--- src/rtl/serial_pkg.sv ---
// -----------------------------------------------------------------------------
// serial_pkg
// Shared definitions for the MSB-first, start-framed serial link. The
// transmitter and the receiver (serial_in) both use them.
//
// Contents:
//   state_t    - receiver state encoding (ST_IDLE, ST_RECV, ST_PAR)
//   SER_WIDTH  - default frame width in data bits
//   cnt_width  - bit-counter width for a given frame width
//   CNT_W      - bit-counter width for the default frame width
//
// Configuration macro (used by serial_in): SERIAL_IN_PARITY_EN
// -----------------------------------------------------------------------------
package serial_pkg;

    typedef enum logic [1:0] {
        ST_IDLE = 2'd0,
        ST_RECV = 2'd1,
        ST_PAR  = 2'd2
    } state_t;

    localparam int SER_WIDTH = 16;

    // The counter only ever holds WIDTH-2 down to 0, so clog2(WIDTH) bits are
    // always enough. The floor of 1 keeps the width legal for tiny frames.
    function automatic int cnt_width(input int width);
        return (width < 2) ? 1 : $clog2(width);
    endfunction

    localparam int CNT_W = cnt_width(SER_WIDTH);

endpackage

--- src/rtl/serial_shift_reg.sv ---
// -----------------------------------------------------------------------------
// serial_shift_reg
// Left shift register with a shift enable and a parallel output. When en is
// high, d enters at the LSB and the existing contents move one place toward
// the MSB.
//
// Ports:
//   clk  in   rising-edge clock
//   rst  in   asynchronous active-high reset; clears the register
//   en   in   shift enable
//   d    in   serial bit shifted into the LSB
//   q    out  [WIDTH-1:0] parallel register contents
// -----------------------------------------------------------------------------
module serial_shift_reg #(
    parameter int WIDTH = 16
) (
    input  logic             clk,
    input  logic             rst,
    input  logic             en,
    input  logic             d,
    output logic [WIDTH-1:0] q
);

    // Shift on every enabled edge. The contents are held otherwise.
    always_ff @(posedge clk or posedge rst) begin
        if (rst) begin
            q <= '0;
        end else if (en) begin
            q <= {q[WIDTH-2:0], d};
        end
    end

endmodule

--- src/rtl/serial_in.sv ---
// -----------------------------------------------------------------------------
// serial_in
// Serial-to-parallel receiver for the MSB-first, start-framed serial link.
// The edge on which start is high carries the MSB. The next WIDTH-1 edges
// carry the remaining bits. The completed word appears on dout together with a
// one-cycle valid pulse. If start is seen while a frame is still arriving, that
// frame is aborted and reception restarts with the new MSB.
//
// Optional feature: `define SERIAL_IN_PARITY_EN
//   When this macro is defined, one even-parity bit follows bit 0. dout, perr
//   and valid update after the parity edge. When it is not defined, perr is
//   tied to 0.
//
// Ports:
//   clk    in   system clock; all sampling happens on the rising edge
//   rst    in   asynchronous active-high reset
//   start  in   frame start qualifier; high on the edge that carries the MSB
//   D      in   serial data, MSB first
//   dout   out  [WIDTH-1:0] last completed word; held until the next completion
//   valid  out  one-cycle pulse marking a dout update
//   busy   out  high while a frame is being received
//   perr   out  parity error; only meaningful while valid is high
// -----------------------------------------------------------------------------
module serial_in
    import serial_pkg::*;
#(
    parameter int WIDTH = SER_WIDTH
) (
    input  logic             clk,
    input  logic             rst,
    input  logic             start,
    input  logic             D,
    output logic [WIDTH-1:0] dout,
    output logic             valid,
    output logic             busy,
    output logic             perr
);

    localparam int CW = cnt_width(WIDTH);

    state_t           state;
    logic [CW-1:0]    cnt;
    logic [WIDTH-1:0] shreg;
    logic             shift_en;

    // A start edge always shifts, because it also restarts an aborted frame.
    // Data bits shift only in RECV. D is ignored in IDLE and on the parity edge.
    assign shift_en = start || (state == ST_RECV);

    serial_shift_reg #(
        .WIDTH(WIDTH)
    ) u_shreg (
        .clk (clk),
        .rst (rst),
        .en  (shift_en),
        .d   (D),
        .q   (shreg)
    );

`ifdef SERIAL_IN_PARITY_EN

    logic par_acc;

    // The full word is already in shreg when the parity edge arrives, so dout
    // loads straight from it. An even-parity mismatch is flagged, but the word
    // is delivered anyway.
    always_ff @(posedge clk or posedge rst) begin
        if (rst) begin
            state   <= ST_IDLE;
            cnt     <= '0;
            dout    <= '0;
            valid   <= 1'b0;
            busy    <= 1'b0;
            perr    <= 1'b0;
            par_acc <= 1'b0;
        end else begin
            valid <= 1'b0;
            if (start) begin
                state   <= ST_RECV;
                cnt     <= CW'(WIDTH - 2);
                busy    <= 1'b1;
                par_acc <= D;
            end else begin
                case (state)
                    ST_RECV: begin
                        par_acc <= par_acc ^ D;
                        if (cnt == '0) begin
                            state <= ST_PAR;
                        end else begin
                            cnt <= cnt - 1'b1;
                        end
                    end
                    ST_PAR: begin
                        state <= ST_IDLE;
                        busy  <= 1'b0;
                        valid <= 1'b1;
                        dout  <= shreg;
                        perr  <= par_acc ^ D;
                    end
                    default: begin
                        state <= ST_IDLE;
                    end
                endcase
            end
        end
    end

`else

    logic [WIDTH-1:0] word;
    logic             unused_msb;

    // On the edge that captures bit 0, the completed word is the shift
    // register's next value. The old MSB falls off the top at that point.
    assign word       = {shreg[WIDTH-2:0], D};
    assign unused_msb = shreg[WIDTH-1];
    assign perr       = 1'b0;

    // A start always (re)loads the counter. Frame completion returns to IDLE,
    // so a start on the very next edge begins a new frame with no gap.
    always_ff @(posedge clk or posedge rst) begin
        if (rst) begin
            state <= ST_IDLE;
            cnt   <= '0;
            dout  <= '0;
            valid <= 1'b0;
            busy  <= 1'b0;
        end else begin
            valid <= 1'b0;
            if (start) begin
                state <= ST_RECV;
                cnt   <= CW'(WIDTH - 2);
                busy  <= 1'b1;
            end else begin
                case (state)
                    ST_RECV: begin
                        if (cnt == '0) begin
                            state <= ST_IDLE;
                            busy  <= 1'b0;
                            valid <= 1'b1;
                            dout  <= word;
                        end else begin
                            cnt <= cnt - 1'b1;
                        end
                    end
                    default: begin
                        state <= ST_IDLE;
                    end
                endcase
            end
        end
    end

`endif

endmodule

--- config.mk ---
export PLATFORM = sky130hd
export DESIGN_NAME = serial_in
export DESIGN_NICKNAME = d
export VERILOG_FILES = /design/src/rtl/serial_pkg.sv /design/src/rtl/serial_shift_reg.sv /design/src/rtl/serial_in.sv
export SDC_FILE = /design/constraint.sdc
export NUM_CORES = 1
export LEC_CHECK = 0
export BUFFER_PORTS_ARGS = -buffer_cell sky130_fd_sc_hd__buf_2
export CAP_MARGIN = 40
export CELL_PAD_IN_SITES_DETAIL_PLACEMENT = 1
export CELL_PAD_IN_SITES_GLOBAL_PLACEMENT = 1
export CORE_UTILIZATION = 28
export DETAILED_ROUTE_END_ITERATION = 16
export PLACE_DENSITY_LB_ADDON = 0.15
export SLEW_MARGIN = 40
export SYNTH_ARGS = -nofsm -noshare
export SYNTH_HDL_FRONTEND = slang
export SYNTH_SLANG_ARGS = --single-unit
--- constraint.sdc ---
create_clock -name clk -period 2.39 [get_ports clk]
set_input_delay 0.3585 -clock clk [delete_from_list [all_inputs] [get_ports clk]]
set_output_delay 0.3585 -clock clk [all_outputs]
set_load 0.01 [all_outputs]
=== Word-level counts from Yosys, hierarchy flattened ===
Cells that the tools add are included.

* Register bits: 39
* Input bits: 4
* Output and inout bits: 19
* Word-level logic and storage cells: 30

* Add/sub/neg operators: 1
* Equality and inequality tests: 3
* Muxes and demuxes: 12
* Bitwise logic cells: 1
* Reductions and logical operators: 7

{| class="wikitable"
|+ Operator list
! kind !! count
|-
| $mux W4 || 3
|-
| $mux W1 || 6
|-
| $mux W2 || 3
|-
| $logic_not A4 Y1 || 1
|-
| $reduce_and A2 Y1 || 2
|-
| $reduce_bool A2 Y1 || 2
|-
| $sub A4 B1 Y4 const B || 1
|-
| $ne A3 B2 Y1 const B || 1
|-
| $reduce_and A3 Y1 || 1
|-
| $eq A2 B1 Y1 const B || 1
|-
| $ne A2 B2 Y1 const B || 1
|-
| $logic_or A1 B1 Y1 || 1
|-
| $not A1 Y1 || 1
|}

=== Logic depth before layout (Yosys ltp) ===
* Depth after elaboration: 4
* Mapped depth: 6
* Depth with buffers taken out: 5

=== Cells and area by module ===
A second synthesis with hierarchy kept.

* Cell total of the unflattened synthesis: 101
* Area, all modules: 1640.3 um^2

{| class="wikitable"
|+ By module, submodules not included
! module !! times used !! cells an instance !! area an instance (um^2) !! seq. area each (um^2)
|-
| serial_in || 1 || 66 || 987.2 || 575.6
|-
| serial_shift_reg || 1 || 35 || 653.1 || 400.4
|}

=== Worst setup path before layout ===
OpenSTA, ideal clock, no wires.

* Kind: reg2reg
* Start: reg cnt[0]
* End: reg dout[1]
* Library setup time: 0.125 ns
* Arrival time: 1.698 ns
* Data required time: 2.265 ns
* Setup slack: 0.567 ns
* Cell stages (with the launch flop): 7
* Buffers on the path: 1
* Clock period less this slack: 1.823 ns
* Cell sequence: dfrtp_1 inv_1 ha_1 nand2b_4 nor4b_4 buf_8 mux2_4

* Longest elaborated chain between the ends: 2

{| class="wikitable"
|+ Ends and longest elaborated chain
! what !! line !! RTL
|-
| from (decl) || serial_in.sv:42 || <nowiki>logic [CW-1:0] cnt;</nowiki>
|-
| from (signal assigned) || serial_in.sv:132 || <nowiki>cnt <= CW'(WIDTH - 2);</nowiki>
|-
| from (signal assigned) || serial_in.sv:143 || <nowiki>cnt <= cnt - 1'b1;</nowiki>
|-
| $logic_not A4 Y1 || serial_in.sv:137 || <nowiki>if (cnt == '0) begin</nowiki>
|-
| $reduce_and A3 Y1 (no source line) || -- ||
|-
| to (signal assigned) || serial_in.sv:141 || <nowiki>dout <= word;</nowiki>
|-
| to (decl) || serial_in.sv:33 || <nowiki>output logic [WIDTH-1:0] dout,</nowiki>
|}

Every way passes these cells.
A chain may end at the register's enable or synchronous reset.

=== Worst setup path after layout ===
* Start: reg cnt[0]
* End: reg dout[0]

The elaborated chain is that of the path after synthesis.

==> summary.json <==
{
  "run_status": {
    "status": "finished clean"
  },
  "worst_setup_path": {
    "cp_top_family": "flip-flops",
    "startpoint_type": "flip-flop",
    "crit_type": "reg -> reg",
    "arrival_ns": 1.92,
    "cell_with_the_largest_stage_delay_on_the_worst_path": "dfrtp_1",
    "crit_path_max_fanout": 10,
    "critical_path_required_ns": 2.56,
    "critical_path_buf_inv_count": 2,
    "critPathMaxStageDelay_ns": 0.40,
    "crit_path_cell_trace": "inv_1, ha_1, nand2b_4, nor4b_4, buf_4, mux2_2",
    "setup.worst_path.end_class": "flip-flop"
  },
  "cts": {
    "cts_inserted_buffers": 5,
    "cts_max_level": 2,
    "cts_sinks": 38,
    "clk_root_buffer_cell": "clkbuf_8",
    "post_cts_resize_count": 0,
    "clkTransAtPathRegs_ns": 0.07,
    "cts_tree": "yes",
    "clockBufferDepth": 2,
    "post_cts.repair.setup_buffers": 0,
    "clk_latency_ns": 0.28,
    "cts.hold.buffers_added": 0
  },
  "die": {
    "initial_utilization_pct": 29.7,
    "core-area_um2": 5200,
    "fp-row-count": 26,
    "die_area_um2": 5820,
    "width_of_the_die_um": 76.3,
    "die-height_um": 76.3,
    "num_io_pins": 23
  },
  "drt": {
    "num_vias": 850,
    "route.detailed.drc": 0,
    "drt_wl_total_um": 2600,
    "drtAntennaViolNets": 0,
    "wl_per_cell_um": 13.3,
    "met1Wirelength_um": 1180,
    "wl_met2_um": 1310,
    "drt_first_pass_iters": 3,
    "wl_met3_um": 95,
    "maxUsedRoutingLayer": "met4",
    "drt-vias-per-instance": 4.34,
    "drt_first_iter_violations": 41
  },
  "cells_and_area": {
    "n_antenna_cell": 0,
    "post-route-util_pct": 35.4,
    "fin_cells": 196,
    "fin_nets": 130,
    "area.growth.synth_to_final_pct": 19.0,
    "post_route_cells_drive_above_1_share_pct": 57.1
  },
  "timing": {
    "fmax_mhz": 569,
    "finClkSkew_ns": 0.00198,
    "unrepaired_setup_endpoints_after_global_routing": "no",
    "post-route-period-util_pct": 73.5,
    "setup_viol": 0,
    "setup_slack_ns": 0.634,
    "hold_violations": 0,
    "tns_ns": 0,
    "layout_min_cycle_time_ns": 1.76,
    "drv_slew": 0
  },
  "pwr": {
    "p_int_uw": 1000,
    "p_leak_uw": 0.000896,
    "logic_pwr_share_pct": 6.0,
    "power.density_nw_per_um2": 689,
    "power.total_uw": 1270,
    "power_switching_share_pct": 21.0,
    "peakVddDrop_mv": 0.308,
    "pwr-share-seq_pct": 54.7,
    "clock_power_share_pct": 39.3,
    "total_switching_power_uw": 267
  },
  "global_route": {
    "grt_first_pass_wirelength_um": 4630,
    "pin_count_of_the_biggest_net_entering_global_routing": 39,
    "vias_in_the_first_global_route": 929,
    "track_usage_pct": 10.3,
    "grt.overflow.total": 0,
    "antenna_found_initial": 0
  },
  "synth": {
    "syn-mean-instance-area_um2": 15.9,
    "synth_commonest_cells": "38 x dfrtp_1, 24 x mux2_2, 8 x mux2_4, 6 x nor2_1, 3 x inv_1",
    "synthesis.instances": 97,
    "synth-seq-cells": 38,
    "yosys-top-cells-area": "dfrtp_1 61%, mux2_2 17%, mux2_4 7.8%",
    "edff_count_synth": 0,
    "synth.most_common_cell": "dfrtp_1",
    "synth_seq_area_share_pct": 61.5,
    "async_reset_ff_share_pct": 100,
    "synth_area_um2": 1550,
    "synth_fp_nets": 102,
    "postSynth.topFlopCell": "dfrtp_1",
    "synth_top_cell_by_area": "dfrtp_1",
    "post-synth-top-area-fraction_pct": 61.5,
    "post_synth_num_cell_types": 22,
    "synthesis.yosys.warnings": 0
  },
  "min_path": {
    "min-delay-path-class": "in -> async"
  },
  "run": {
    "cap_viol_max_count": 0
  },
  "place": {
    "dp_slack_ns": 0.631,
    "io_buffers": 21,
    "gp_routability_congestion": 0.653,
    "hpwl_um": 1810,
    "post-place-cells": 188
  }
}
final cells by class:
| type | instances | area, um^2 |
|---|---|---|
| Clock buffer | 8 | 110 |
| Fill cell | 576 | 3360 |
| Inverter | 3 | 11.3 |
| Multi-Input combinational cell | 52 | 546 |
| Sequential cell | 38 | 951 |
| Tap cell | 70 | 87.6 |
| Timing Repair Buffer | 25 | 135 |
logic make-up after synthesis:
kind of cell,after synthesis,synth area share [%]
buf+inv,7,3.24
mux,33,25.9
flops,38,61.5
simple gates,14,6.55
compound gates,3,1.78
other cells,1,0.242
fa+ha+maj,1,0.809
layout by cell type, fill, tap and decap left out:
master,count
and2b_2,1
or4b_2,1
ha_1,1
nand2b_4,1
inv_1,3
nor3_1,1
mux2_2,24
or2_2,1
buf_4,4
clkbuf_8,8
o21a_1,1
nor3b_1,1
mux2i_1,1
a211o_2,2
dfrtp_1,38
buf_2,21
mux2_4,8
nor4b_4,1
nand2_1,1
conb_1,1
nor2_1,6
flip-flops by register name (all words and copies together), names as in the netlist:
| signal | cells |
|---|---|
| valid | 1 |
| cnt | 4 |
| busy | 1 |
| dout | 16 |
| state | 1 |
| u_shreg.q | 15 |
worst min-delay path: stages:
cell   delay, ns
buf_2       0.10
inv_1       0.05
buf_4       0.40
per-stage QoR:
step / cell area, um^2 / hold slack, ns
6_report: 1840 / 0.187
2_1_floorplan: 1550 / 0.474
4_1_cts: 1840 / 0.206
5_1_grt: 1840 / 0.215
3_5_place_dp: 1730 / 0.490
3_3_place_gp: 1730 / 0.487
layer usage:
layer / global-route usage (%) / vias up
li1: - / 386
met1: 13.2 / 449
met2: 15.8 / 13
met3: 3.83 / 2
met4: 4.04 / 0
met5: 0 / -
worst paths after layout:
| path | from | endpoint | slack (ns) | depth (start not counted) |
|---|---|---|---|---|
| min in group clk | D | u_shreg.q[0] | 0.33 | 2 |
| min | rst | dout[15] | 0.19 | 3 |
| max in group asynchronous | rst | state[0] | 1.86 | 3 |
| max | cnt[0] | dout[0] | 0.63 | 6 |
| max reg2reg | cnt[0] | dout[0] | 0.63 | 6 |
| min reg2reg | dout[11] | dout[11] | 0.50 | 1 |
power by group through the flow:
stage / registers (uW) / logic, uW / clock network [uW]
after CTS: 694 / 78.7 / 518
after global placement: 704 / 76.3 / 0
final: 694 / 75.9 / 498
after floorplan: 703 / 56.0 / 0
after detailed placement: 707 / 78.5 / 0
after global routing: 699 / 86.1 / 545
(Power assumes the default switching activity.)
